--- config.mk ---
export PLATFORM = sky130hd
export DESIGN_NAME = uart_tx_framer_flat
export DESIGN_NICKNAME = d
export VERILOG_FILES = /design/src/rtl/uart_pkg.sv /design/src/rtl/uart_tx_framer_if.sv /design/src/rtl/uart_parity_calc.sv /design/src/rtl/uart_tx_framer.sv /design/src/flat_wrapper.sv
export SDC_FILE = /design/constraint.sdc
export NUM_CORES = 1
export LEC_CHECK = 0
export CAP_MARGIN = 15
export CORE_ASPECT_RATIO = 2
export CORE_MARGIN = 2
export CORE_UTILIZATION = 49
export CTS_BUF_LIST = sky130_fd_sc_hd__clkbuf_4 sky130_fd_sc_hd__clkbuf_8 sky130_fd_sc_hd__clkbuf_16
export CTS_CLUSTER_SIZE = 20
export DETAILED_ROUTE_END_ITERATION = 10
export GPL_ROUTABILITY_DRIVEN = 0
export PLACE_DENSITY = 0.76
export SETUP_SLACK_MARGIN = 0.05
export SLEW_MARGIN = 25
export SYNTH_ARGS = -nofsm -noshare
export SYNTH_HDL_FRONTEND = slang
export SYNTH_SLANG_ARGS = --single-unit
--- constraint.sdc ---
create_clock -name clk -period 3.3 [get_ports clk]
set_input_delay 0.66 -clock clk [delete_from_list [all_inputs] [get_ports clk]]
set_output_delay 0.66 -clock clk [all_outputs]
set_load 0.05 [all_outputs]
--- src/rtl/uart_pkg.sv ---
// uart_pkg: shared UART state encoding, parity modes and data-length clamp
package uart_pkg;
   typedef enum logic [2:0] {IDLE, ARMED, START, DATA, PARITY, STOP} tx_state_e;
   localparam logic PAR_EVEN = 1'b0;
   localparam logic PAR_ODD  = 1'b1;
   // Zero or oversize lengths fall back to the full data width
   function automatic int unsigned clamp_len(input int unsigned len, input int unsigned max_len);
      return (len == 0 || len > max_len) ? max_len : len;
   endfunction
endpackage

--- src/rtl/uart_tx_framer_if.sv ---
// uart_tx_framer_if: valid/ready word handshake into the TX framer
interface uart_tx_framer_if #(parameter int DATA_WIDTH = 8);
   logic [DATA_WIDTH-1:0] in_data;
   logic                  in_valid;
   logic                  in_ready;
   modport master(output in_data, in_valid, input in_ready);
   modport slave(input in_data, in_valid, output in_ready);
endinterface

--- src/rtl/uart_parity_calc.sv ---
// uart_parity_calc: parity over the low len_i bits of a word, even or odd
module uart_parity_calc import uart_pkg::*; #(
   parameter int DATA_WIDTH = 8,
   parameter int LEN_W      = $clog2(DATA_WIDTH + 1)
) (
   input  logic [DATA_WIDTH-1:0] data_i,
   input  logic [LEN_W-1:0]      len_i,
   input  logic                  odd_i,
   output logic                  par_o
);
   logic [DATA_WIDTH-1:0] mask;
   for (genvar i = 0; i < DATA_WIDTH; i++) begin : g_mask
      assign mask[i] = LEN_W'(i) < len_i;
   end
   assign par_o = (odd_i == PAR_ODD) ^ (^(data_i & mask));
endmodule

--- src/rtl/uart_tx_framer.sv ---
// uart_tx_framer: tick-paced UART frame serialiser with start, data, parity and stop bits
module uart_tx_framer import uart_pkg::*; #(
   parameter int DATA_WIDTH = 8,
   parameter int LEN_W      = $clog2(DATA_WIDTH + 1)
) (
   input  logic             clk,
   input  logic             rst,
   input  logic             tick,
   uart_tx_framer_if.slave  in_if,
   input  logic [LEN_W-1:0] cfg_len,
   input  logic             cfg_par_en,
   input  logic             cfg_par_odd,
   input  logic             cfg_two_stop,
   input  logic             cfg_msb_first,
   output logic             tx,
   output logic             busy,
   output logic             frame_done
);
   tx_state_e             state_q, state_d;
   logic [DATA_WIDTH-1:0] data_q, shifted;
   logic [LEN_W-1:0]      len_q, idx_q, idx_d, len_c, sel;
   logic                  par_en_q, par_bit_q, two_stop_q, msb_q;
   logic                  stop_q, stop_d, tx_q, tx_d, done_q, done_d;
   logic                  par_c, xfer, last_stop, last_bit;

   assign len_c     = LEN_W'(clamp_len(32'(cfg_len), DATA_WIDTH));
   assign last_stop = !two_stop_q || stop_q;
   assign last_bit  = idx_q == len_q - LEN_W'(1);
   assign in_if.in_ready = state_q == IDLE || (state_q == STOP && last_stop && tick);
   assign xfer      = in_if.in_valid && in_if.in_ready;
   assign busy       = state_q != IDLE;
   assign tx         = tx_q;
   assign frame_done = done_q;

   uart_parity_calc #(.DATA_WIDTH(DATA_WIDTH), .LEN_W(LEN_W)) u_par (
      .data_i(in_if.in_data),
      .len_i (len_c),
      .odd_i (cfg_par_odd),
      .par_o (par_c)
   );

   always_ff @(posedge clk or negedge rst) begin
      if (!rst) begin
         state_q <= IDLE;
         idx_q   <= '0;
         stop_q  <= 1'b0;
      end else begin
         state_q <= state_d;
         idx_q   <= idx_d;
         stop_q  <= stop_d;
      end
   end

   always_comb begin
      case (state_q)
         IDLE:    state_d = xfer ? ARMED : IDLE;
         ARMED:   state_d = tick ? START : ARMED;
         START:   state_d = tick ? DATA : START;
         DATA:    state_d = !(tick && last_bit) ? DATA : par_en_q ? PARITY : STOP;
         PARITY:  state_d = tick ? STOP : PARITY;
         STOP:    state_d = !(tick && last_stop) ? STOP : xfer ? START : IDLE;
         default: state_d = IDLE;
      endcase
      idx_d  = (state_q == DATA && !(tick && last_bit)) ? idx_q + LEN_W'(tick) : '0;
      stop_d = (state_q == STOP && !(tick && last_stop)) ? (stop_q | tick) : 1'b0;
   end

   // The line value is derived from the next state so tx changes on the tick edge itself
   always_comb begin
      sel     = msb_q ? len_q - LEN_W'(1) - idx_d : idx_d;
      shifted = data_q >> sel;
      tx_d    = state_d == START  ? 1'b0 :
                state_d == DATA   ? shifted[0] :
                state_d == PARITY ? par_bit_q : 1'b1;
      done_d  = state_q == STOP && tick && last_stop;
   end

   always_ff @(posedge clk or negedge rst) begin
      if (!rst) begin
         tx_q       <= 1'b1;
         done_q     <= 1'b0;
         data_q     <= '0;
         len_q      <= LEN_W'(DATA_WIDTH);
         par_en_q   <= 1'b0;
         par_bit_q  <= 1'b0;
         two_stop_q <= 1'b0;
         msb_q      <= 1'b0;
      end else begin
         tx_q   <= tx_d;
         done_q <= done_d;
         if (xfer) begin
            data_q     <= in_if.in_data;
            len_q      <= len_c;
            par_en_q   <= cfg_par_en;
            par_bit_q  <= par_c;
            two_stop_q <= cfg_two_stop;
            msb_q      <= cfg_msb_first;
         end
      end
   end
endmodule
--- src/flat_wrapper.sv ---
// flat-port wrapper written by rule: the top's interface ports become plain ports
module uart_tx_framer_flat import uart_pkg::*;
#(
   parameter int DATA_WIDTH = 8,
   parameter int LEN_W      = $clog2(DATA_WIDTH + 1)
)
  (clk, rst, tick, cfg_len, cfg_par_en, cfg_par_odd, cfg_two_stop, cfg_msb_first, tx, busy, frame_done, in_if_in_data, in_if_in_valid, in_if_in_ready);
  uart_tx_framer_if #(.DATA_WIDTH(DATA_WIDTH)) in_if_i ();
  input  logic clk;
  input  logic rst;
  input  logic tick;
  input  logic [LEN_W-1:0] cfg_len;
  input  logic cfg_par_en;
  input  logic cfg_par_odd;
  input  logic cfg_two_stop;
  input  logic cfg_msb_first;
  output logic tx;
  output logic busy;
  output logic frame_done;
  input wire logic [$bits(in_if_i.in_data)-1:0] in_if_in_data;
  input wire logic [$bits(in_if_i.in_valid)-1:0] in_if_in_valid;
  output wire logic [$bits(in_if_i.in_ready)-1:0] in_if_in_ready;
  assign in_if_i.in_data = in_if_in_data;
  assign in_if_i.in_valid = in_if_in_valid;
  assign in_if_in_ready = in_if_i.in_ready;
  uart_tx_framer #(.DATA_WIDTH(DATA_WIDTH), .LEN_W(LEN_W)) u_core (.clk(clk), .rst(rst), .tick(tick), .in_if(in_if_i), .cfg_len(cfg_len), .cfg_par_en(cfg_par_en), .cfg_par_odd(cfg_par_odd), .cfg_two_stop(cfg_two_stop), .cfg_msb_first(cfg_msb_first), .tx(tx), .busy(busy), .frame_done(frame_done));
endmodule
---- Word level (Yosys, flattened, before mapping) ----
Cells that the tools add are included.
storage, ports and cells
  bits of input ports ..................... 20
  register bits ........................... 26
  output and inout bits ................... 4
  logic and storage cells ................. 71
cells by class
  reduce and logical (&&, ||, !) cells .... 19
  shifts and indexed selects .............. 1
  add/sub/neg operators ................... 3
  bitwise operators ....................... 3
  equal/unequal tests ..................... 9
  magnitude comparators ................... 9
  multiplexer cells ....................... 16
operator list
  cell                                                   count
  one-hot mux 3 bit (6 select lines)                     1
  < comparator 3 x 4 -> 1 bit (first input constant)     4
  equality test 3 x 2 -> 1 bit (second input constant)   4
  two-way mux 4 bit                                      3
  equality test 3 bit (second input constant)            3
  logical AND 1 bit                                      9
  AND 8 bit                                              1
  < comparator 1 x 4 -> 1 bit (first input constant)     2
  < comparator 2 x 4 -> 1 bit (first input constant)     2
  two-way mux 1 bit                                      8
  parity 8 bit                                           1
  right shift 8 x 4 -> 1 bit                             1
  two-way mux 3 bit                                      2
  adder 4 x 1 -> 4 bit                                   1
  equality test 4 bit                                    1
  greater-than comparator 4 bit (second input constant)  1
  zero test 4 bit                                        1
  two-way mux 2 bit                                      2
  subtractor 4 x 1 -> 4 bit (second input constant)      1
  subtractor 4 bit                                       1
  equality test 3 x 1 -> 1 bit (second input constant)   1
  zero test 1 bit                                        3
  zero test 3 bit                                        1
  logical OR 1 bit                                       3
  other kinds (3)                                        3

---- Longest topological paths before layout ----
  depth after elaboration ................. 13
  gate-level depth with buffers ........... 15
  depth with buffers taken out ............ 15

---- Hierarchy ----
From an unflattened synthesis, not the netlist that was laid out.
second synthesis, totals
  cells, all modules ...................... 163
  area total of the unflattened synthesis .. 1695.4 µm²
modules (own cells, without submodules)
  module            sequential area each (µm²)  times used  cells each  area an instance (µm²)
  uart_tx_framer    653.1                       1           141         1536.5
  uart_parity_calc  0.0                         1           22          158.9

---- Least setup slack after synthesis ----
Ideal clock, no wire load.
  kind .................................... in2reg
  start point ............................. in tick
  end point ............................... reg u_core.data_q[4]
  stages .................................. 6
  path buffers ............................ 2
  setup slack ............................. 65 ps
  data required time ...................... 3175 ps
  setup time .............................. 125 ps
  arrival ................................. 3111 ps
  cell sequence ........................... clkbuf_1 -> nand3_1 -> o21ai_0 -> nand2_1 -> clkbuf_1 -> mux2_2
on the way
  cells in the longest elaborated chain, start to end .. 3
RTL lines
  item                    RTL line              RTL
  start: declaration      flat_wrapper.sv:11    input logic tick;
  logical AND 1 bit       uart_tx_framer.sv:29  assign in_if.in_ready = state_q == IDLE || (state_q == STOP && last_stop && tick);
  logical OR 1 bit        uart_tx_framer.sv:29
  net in_if_in_ready      flat_wrapper.sv:22    output wire logic [$bits(in_if_i.in_ready)-1:0] in_if_in_ready;
  logical AND 1 bit       uart_tx_framer.sv:30  assign xfer = in_if.in_valid && in_if.in_ready;
  end signal: assignment  uart_tx_framer.sv:92  data_q <= in_if.in_data;
  end: declaration        uart_tx_framer.sv:20  logic [DATA_WIDTH-1:0] data_q, shifted;
The timed path passes the listed nets, and every way through them passes these cells.
A chain may end at the register's enable or synchronous reset.

---- Worst setup path in the final report ----
  start point ............................. reg u_core.len_q[0]
  end point ............................... reg u_core.tx_q, in the netlist u_core.tx
on the way
  cells in the longest elaborated chain, start to end .. 11
  elaborated cells between the ends (all ways) .. 17
  those cells by class .................... 2 x add/sub; 4 x eq/ne; 1 x shift; 7 x mux; 3 x reduce/logical
RTL lines
  item                          RTL line              RTL
  start: declaration            uart_tx_framer.sv:21  logic [LEN_W-1:0] len_q, idx_q, idx_d, len_c, sel;
  start signal: assignment      uart_tx_framer.sv:83  len_q <= LEN_W'(DATA_WIDTH);
  start signal: assignment      uart_tx_framer.sv:93  len_q <= len_c;
  subtractor 4 x 1 -> 4 bit *   uart_tx_framer.sv:28  assign last_bit = idx_q == len_q - LEN_W'(1);
  equality test 4 bit *         uart_tx_framer.sv:28
  logical AND 1 bit *           uart_tx_framer.sv:64  idx_d = (state_q == DATA && !(tick && last_bit)) ? idx_q + LEN_W'(tick) : '0;
  zero test 1 bit *             --
  logical AND 1 bit *           uart_tx_framer.sv:64
  two-way mux 4 bit *           uart_tx_framer.sv:64
  net u_core.idx_d[0]           uart_tx_framer.sv:21
  subtractor 4 bit              uart_tx_framer.sv:70  sel = msb_q ? len_q - LEN_W'(1) - idx_d : idx_d;
  two-way mux 4 bit *           uart_tx_framer.sv:70
  right shift 8 x 4 -> 1 bit *  uart_tx_framer.sv:71  shifted = data_q >> sel;
  two-way mux 1 bit *           uart_tx_framer.sv:73  state_d == DATA ? shifted[0] :
  two-way mux 1 bit *           uart_tx_framer.sv:72  tx_d = state_d == START ? 1'b0 :
  net u_core.tx_d               uart_tx_framer.sv:23  logic stop_q, stop_d, tx_q, tx_d, done_q, done_d;
  end signal: assignment        uart_tx_framer.sv:89  tx_q <= tx_d;
  end: declaration              uart_tx_framer.sv:23
Mark *: on every way through the listed nets, which the timed path passes. The rest lies on a longest branch.

==> metrics list <==
- The initialized floorplan defines 30 standard-cell rows.
- In the synthesized netlist, mux cells make up 7.68% of the area.
- Routed len/inst: about 17 um
- Main combinational cell family by area after synthesis: simple AND/OR/NAND/NOR gates
* Total detailed-routing wirelength: 3930 um
- Total iterations of the first detailed-routing run: 4
- The worst register-to-register path ends at u_core.tx.
- Worst slew margin relative to its limit: 52.4%
- Initial core utilization: 50.7%
- Area Overhead vs Synth: 24.2%
- Setup repair after global routing left no endpoint under its margin.
- After floorplanning, the core was sized to cover 3380 um2.
- Synthesized area per cell: slightly below 10 um2
- The number of clock buffers added by TritonCTS is 3.
- Worst IR drop on VDD: 0.400 mV
- STA classifies the critical path endpoint as a register.
- Top cell family by delay on the critical path: simple AND/OR/NAND/NOR gates
- Critical-path cell list: buf_4, nor3_4, xnor3_2, nor2_2, nor2_1, and2_1, ha_1, fa_1, nand2b_1, and2_1, a221oi_2, o21ai_1, a41o_1
* Synth Instances: 177
- In this run the worst hold path is classified as register to register.
- The count of buffers added on input and output ports is 23.
- Max-slew violations: 0
* Drc violations: 0
- Number of sinks handled by clock tree synthesis: 26
- Clock-pin slew was measured on the worst setup and hold paths at 90 ps.
- Number of routed nets with antenna violations: 0
- Leakage Power: around 0.94 nW
- Largest net degree at the start of global routing: 27
- STA puts the critical path data required time at 3520 ps.
- Crit path buf inv count: 1
- Measured along the y axis, the die boundary spans 87.6 um.
- Category of the critical setup timing path: register to register
* Drt initial violations: 14
* Finished layout cell area: 2130 um2
* Maximum level of the CTS H-tree: 1
- Transition time at the pin with the least slew margin: 712 ps
- The Yosys step of the flow raised 0 warnings.
- The via count of the first global-routing pass was 1564.
* Fillers: 291
- Count of cell instances traversed by the critical path: 13
- Hold Path End: u_core.data_q[1]
- Of the cells placed in the final design, the portion with a size suffix greater than 1 is 17.0%.
* Mapped Nets: 204
- Reg2reg setup slack: 190 ps
* Flip-flop and latch count after synthesis: 26
- On the worst path, the slowest cell contributes a delay of 430 ps.
- Top fanout value on the critical path: 4
- The slowest stage of the critical path belongs to the cell fa_1.
- Number of endpoints failing setup at the final stage: 0
- Global routing finished with a remaining overflow of 0.
- Static timing analysis puts the maximum clock frequency at 322 MHz.
- The synthesized netlist devotes ~5.6% of its cell area to adder and majority cells.
* Sequential element share of the synthesized area: roughly two fifths
- Hold path depth: 2
- Buffer type at the clock tree root: clkbuf_8
* Hold Crit Start: u_core.data_q[1]
- Fraction of synthesis flops using an asynchronous set or reset pin: 100%
- WHS: approximately 500 ps
- Element type at the critical path start: register
- Count of cells along the worst register-to-register path: 13
- Number of hold buffers added after cts: 0
- Ports placed on the boundary: 24
* Most used flip-flop cell after synthesis: dfrtp_1
- Cell variety after synth: between 40 and 50
* Area share of and/or/nand/nor cells after synthesis: 18.4%
* Worst reg2reg startpoint: u_core.len_q[0]
- Area enclosed by the die boundary: 4010 um2
* Final WS setup: approximately 190 ps
- Clock Latency Late Sink: 280 ps
- Wire length of the first global-routing pass: 6500 um
- Detailed-placement wirelength estimate: 3140 um
- Between clock sinks in the finished design, the worst skew comes to about 5.5 ps.
* Placed standard-cell area: 2010 um2
- Result of the run: completed
- Period Utilization, post-route: 94.2%
- In this run the cell area of the synthesized design comes to 1710 um2.
* Most used cell along the critical path: and2_1
- After detailed routing, the number of vias per cell comes to 5.96.
- Compound-gate portion of the synthesized area: 16.7%
- Antenna diode count: 0
- The smallest clock period supported by the final layout is computed as 3110 ps.
- Max Root-Sink Buffers: 2
* CTS tree: done
- Die Wd: between 40 and 50 um
- All-Layer GR Usage: between 20% and 30%
* Final Hold Vio Count: 0
- Of the total synthesized cell area, the portion taken by XOR and XNOR cells is 9.28%.
- Number of antenna violations at the first check in global routing: 0
- The final layout contains 234 nets.
- Across the run, the number of max-cap violations was 0.
- Critical path arrival: 3330 ps
- Placement Setup Slack: -39.4 ps
- Power density cells: 929 nW/um2
* Count of vias placed by the detailed router: 1418
- Number of enable-type register cells in the synthesized netlist: 0
## cell usage in the layout, fill, tap and decap left out, drive strengths merged, types with 4 or more instances in the layout
cell type	n
o31ai	5
nor2b	4
nand2	15
xor2	4
clkdlybuf4s50	22
o21ai	11
buf	9
inv	12
nand3	4
a21oi	6
ha	6
nor2	12
mux2	9
dfrtp	24
xnor2	9
nand2b	7
## tightest hold or removal path, stage by stage (launching register included)
cell and delay, ps:
dfrtp_1 360, nand2_1 50, o21ai_0 60
## repair_timing
action                                  4_1_cts  5_1_grt
endpoints found under the hold margin         0        0
setup buffers                                 0        2
endpoints found under the setup margin        0        1
resized for setup                             0        5
## worst max-delay path by stage
stage / start / end
after global placement: tick / u_core.tx
after global routing: u_core.len_q[0] / u_core.tx
after CTS: u_core.len_q[1] / u_core.tx
after floorplan: tick / u_core.data_q[4]
after detailed placement: tick / u_core.tx
final: u_core.len_q[0] / u_core.tx
## cell families (layout without fill, tap and decap cells)
family          count (synthesis)  count (layout)
compound gates                 40              40
xor+xnor                       15              15
fa+ha+maj                       7               7
buf+inv                        18              47
flops                          26              26
mux                            12              12
simple gates                   59              59
## per-stage QoR
step                      total power, mW  util [%]  cells  TNS, ps
after floorplan                      1.37         -    177        0
after global placement               1.57      59.5    232        0
after detailed placement             1.64      59.5    232    -39.4
after CTS                            1.91      61.6    236        0
after global routing                 2.12      62.9    238        0
final                                1.97      62.9    238        0
## routing by layer
layer | track usage (%) | share of wire, % | vias to the layer above
li1 | - | - | 679
met1 | 21.1 | 34 | 686
met2 | 41.2 | 58 | 35
met3 | 2.27 | 2.2 | 18
met4 | 16.1 | 5.2 | 0
met5 | 0 | 0 | -
## final cells by class
type	instances	area [um2]	share of cell area (%)
Multi-Input combinational cell	133	1020	47.8
Sequential cell	26	653	30.7
Timing Repair Buffer	31	300	14.1
Inverter	12	45.0	2.12
Clock buffer	3	41.3	1.94
Tap cell	32	40.0	1.88
Clock inverter	1	30.0	1.41
## power breakdown
group | total, mW | switching (mW) | internal, mW | leakage, nW
sequential | 0.573 | 0.120 | 0.453 | 0.323
combinational | 1.13 | 0.565 | 0.570 | 0.586
clock | 0.267 | 0.104 | 0.163 | 0.0357
total | 1.97 | 0.789 | 1.19 | 0.945
## cell usage after synthesis (all sizes together) (3+ instances only)
master / number / area share, %
dfrtp: 24 / 35
nand2: 15 / 3.3
inv: 12 / 2.6
nor2: 12 / 2.6
o21ai: 11 / 3.2
mux2: 9 / 5.9
xnor2: 9 / 4.6
nand2b: 7 / 2.6
a21oi: 6 / 1.8
ha: 6 / 4.4
o31ai: 5 / 2.5
clkbuf: 4 / 0.88
nand3: 4 / 1.2
nor2b: 4 / 1.5
xor2: 4 / 2.0
and3: 3 / 1.1
mux2i: 3 / 1.8
nor3: 3 / 1.2
o21a: 3 / 1.3
or3: 3 / 1.1
## sequential cells by signal, indices dropped and copies added (netlist names)
signal and flops:
u_core.data_q 8, u_core.par_en_q 1, u_core.frame_done 1, u_core.two_stop_q 1
u_core.stop_q 1, u_core.msb_q 1, u_core.len_q 4, u_core.par_bit_q 1
u_core.idx_q 4, u_core.state_q 3, u_core.tx 1
No activity file was read; power rests on OpenSTA's default activity.
==> edit (config.mk and constraints unchanged) <==
`DATA_WIDTH` is set to 8 in 4 places; all go to 16.
--- a/src/rtl/uart_tx_framer_if.sv
+++ b/src/rtl/uart_tx_framer_if.sv
@@ -1,5 +1,5 @@
 // uart_tx_framer_if: valid/ready word handshake into the TX framer
-interface uart_tx_framer_if #(parameter int DATA_WIDTH = 8);
+interface uart_tx_framer_if #(parameter int DATA_WIDTH = 16);
    logic [DATA_WIDTH-1:0] in_data;
    logic                  in_valid;
    logic                  in_ready;
--- a/src/rtl/uart_parity_calc.sv
+++ b/src/rtl/uart_parity_calc.sv
@@ -1,6 +1,6 @@
 // uart_parity_calc: parity over the low len_i bits of a word, even or odd
 module uart_parity_calc import uart_pkg::*; #(
-   parameter int DATA_WIDTH = 8,
+   parameter int DATA_WIDTH = 16,
    parameter int LEN_W      = $clog2(DATA_WIDTH + 1)
 ) (
    input  logic [DATA_WIDTH-1:0] data_i,
--- a/src/rtl/uart_tx_framer.sv
+++ b/src/rtl/uart_tx_framer.sv
@@ -1,6 +1,6 @@
 // uart_tx_framer: tick-paced UART frame serialiser with start, data, parity and stop bits
 module uart_tx_framer import uart_pkg::*; #(
-   parameter int DATA_WIDTH = 8,
+   parameter int DATA_WIDTH = 16,
    parameter int LEN_W      = $clog2(DATA_WIDTH + 1)
 ) (
    input  logic             clk,
--- a/src/flat_wrapper.sv
+++ b/src/flat_wrapper.sv
@@ -1,7 +1,7 @@
 // flat-port wrapper written by rule: the top's interface ports become plain ports
 module uart_tx_framer_flat import uart_pkg::*;
 #(
-   parameter int DATA_WIDTH = 8,
+   parameter int DATA_WIDTH = 16,
    parameter int LEN_W      = $clog2(DATA_WIDTH + 1)
 )
   (clk, rst, tick, cfg_len, cfg_par_en, cfg_par_odd, cfg_two_stop, cfg_msb_first, tx, busy, frame_done, in_if_in_data, in_if_in_valid, in_if_in_ready);
Interface: changed (resized cfg_len and in_if_in_data); port bits go from 24 to 33. The function was not compared with the original's and may differ.
==> edit against the original RTL <==
Global-route usage grew 1.5 points. Wire length rose by 73%. Worst setup slack worse by 0.089 ns. Sequential cell count grew 10. Count of clock-buffer cells in the layout grew 4. Final area is 66% higher. Area after synthesis grew 48%. First-iteration DRC count increased to 2.6 times the old value. Die area rose by 45%. Power up 87%. Sequential share of layout area shrank 5.0 points. Critical path type unchanged.
==> edit: results <==
{
  "outcome": "complete, no violations",
  "cts_buffers": 5,
  "slowest_stage": "fa_2",
  "num-nonclk-buffers": 75,
  "nFillCells": 365,
  "multi_input_area_share_pct": 49.24,
  "wl_per_cell_um": 17.49,
  "antenna_found_initial": 0,
  "grt_max_degree": 31,
  "cts_htree_levels": 2,
  "highest_layer": "met4",
  "wl_met3_um": 290,
  "clk_latency_ns": 0.29,
  "cp_max_fo": 5,
  "seq_area_frac_synth_pct": 35.64,
  "clock_area_share_pct": 2.771,
  "regArea_um2": 904.6,
  "synth.area.top_cells": "dfrtp_1 34%, mux2_2 9.8%, xor2_1 5.9%, xnor2_1 4.1%, ha_1 3.9%",
  "powerDensity_mw_per_mm2": 1047,
  "synth_compound_area_share_pct": 13.47,
  "drive_above_1_share_pct": 36.86,
  "syn_area_per_cell_um2": 9.825,
  "routed_via_density": 5.743,
  "seq_cells": 36,
  "cp.arrival_ns": 3.40,
  "synth.area.mux_share_pct": 12.14,
  "io_buffers": 32,
  "ir_drop_mv": 0.9131,
  "drt_iter0_drc": 36,
  "place_ws_ns": -0.3346,
  "num_vias": 2234,
  "critical_path.top_delay_family": "adder cells",
  "synth_xor_area_share_pct": 12.44,
  "p_sw_uw": 1606,
  "grt_pass1_wl_mm": 10.27,
  "cpPeakStageDelay_ns": 0.54,
  "fin_nets": 368,
  "ys_types": 54,
  "p_int_uw": 2083,
  "synth_fa_ha_area_share_pct": 4.738,
  "met2_length_mm": 3.713,
  "nClkBuffers": 7,
  "use_met1_pct": 27.89,
  "synthTopCellsByCount": "34 x dfrtp_1, 26 x nand2_1, 22 x mux2_2",
  "buffer_area_share_pct": 18.76,
  "syn_nets": 296,
  "nMultiInputCombCells": 198,
  "pg_comb_uw": 2510,
  "fin_util_pct": 69.80,
  "slew_headroom_pct": 52.15,
  "use_met3_pct": 3.824,
  "reg_top3": "u_core.data_q x16, u_core.idx_q x5, u_core.len_q x5",
  "use_met2_pct": 41.16,
  "power_frac_seq_pct": 22.7,
  "leakage_uw": 0.001556,
  "grt_usage_pct": 23.90,
  "cts.clk_slew.worst_paths_ns": 0.07,
  "inv_count": 14,
  "clock_skew_ns": 0.01060
}
## edit: changes by cell type in the layout (fill, tap and decap cells not counted), sizes merged, moves of 6 or more
cell   delta
a21oi     +6
buf      +35
dfrtp    +10
mux2     +13
nand2    +12
nand3     +7
nor2      -8
xor2     +13
## edit: worst paths after layout
kind / startpoint / end / slack, ns / depth (start not counted)
worst min register to register: u_core.data_q[8] / u_core.data_q[8] / 0.51 / 1
worst min-delay path: u_core.data_q[8] / u_core.data_q[8] / 0.51 / 1
min in group asynchronous: rst / u_core.idx_q[2] / 0.79 / 1
max in group asynchronous: rst / u_core.len_q[4] / 1.77 / 2
worst max-delay path: u_core.len_q[1] / u_core.tx / 0.10 / 17
worst max register to register: u_core.len_q[1] / u_core.tx / 0.10 / 17
## edit: what timing repair did
item | CTS | global route
pin swaps | 2 | 26
buffers inserted | 2 | 6
gates resized for setup | 7 | 42
setup endpoints to repair | 2 | 2
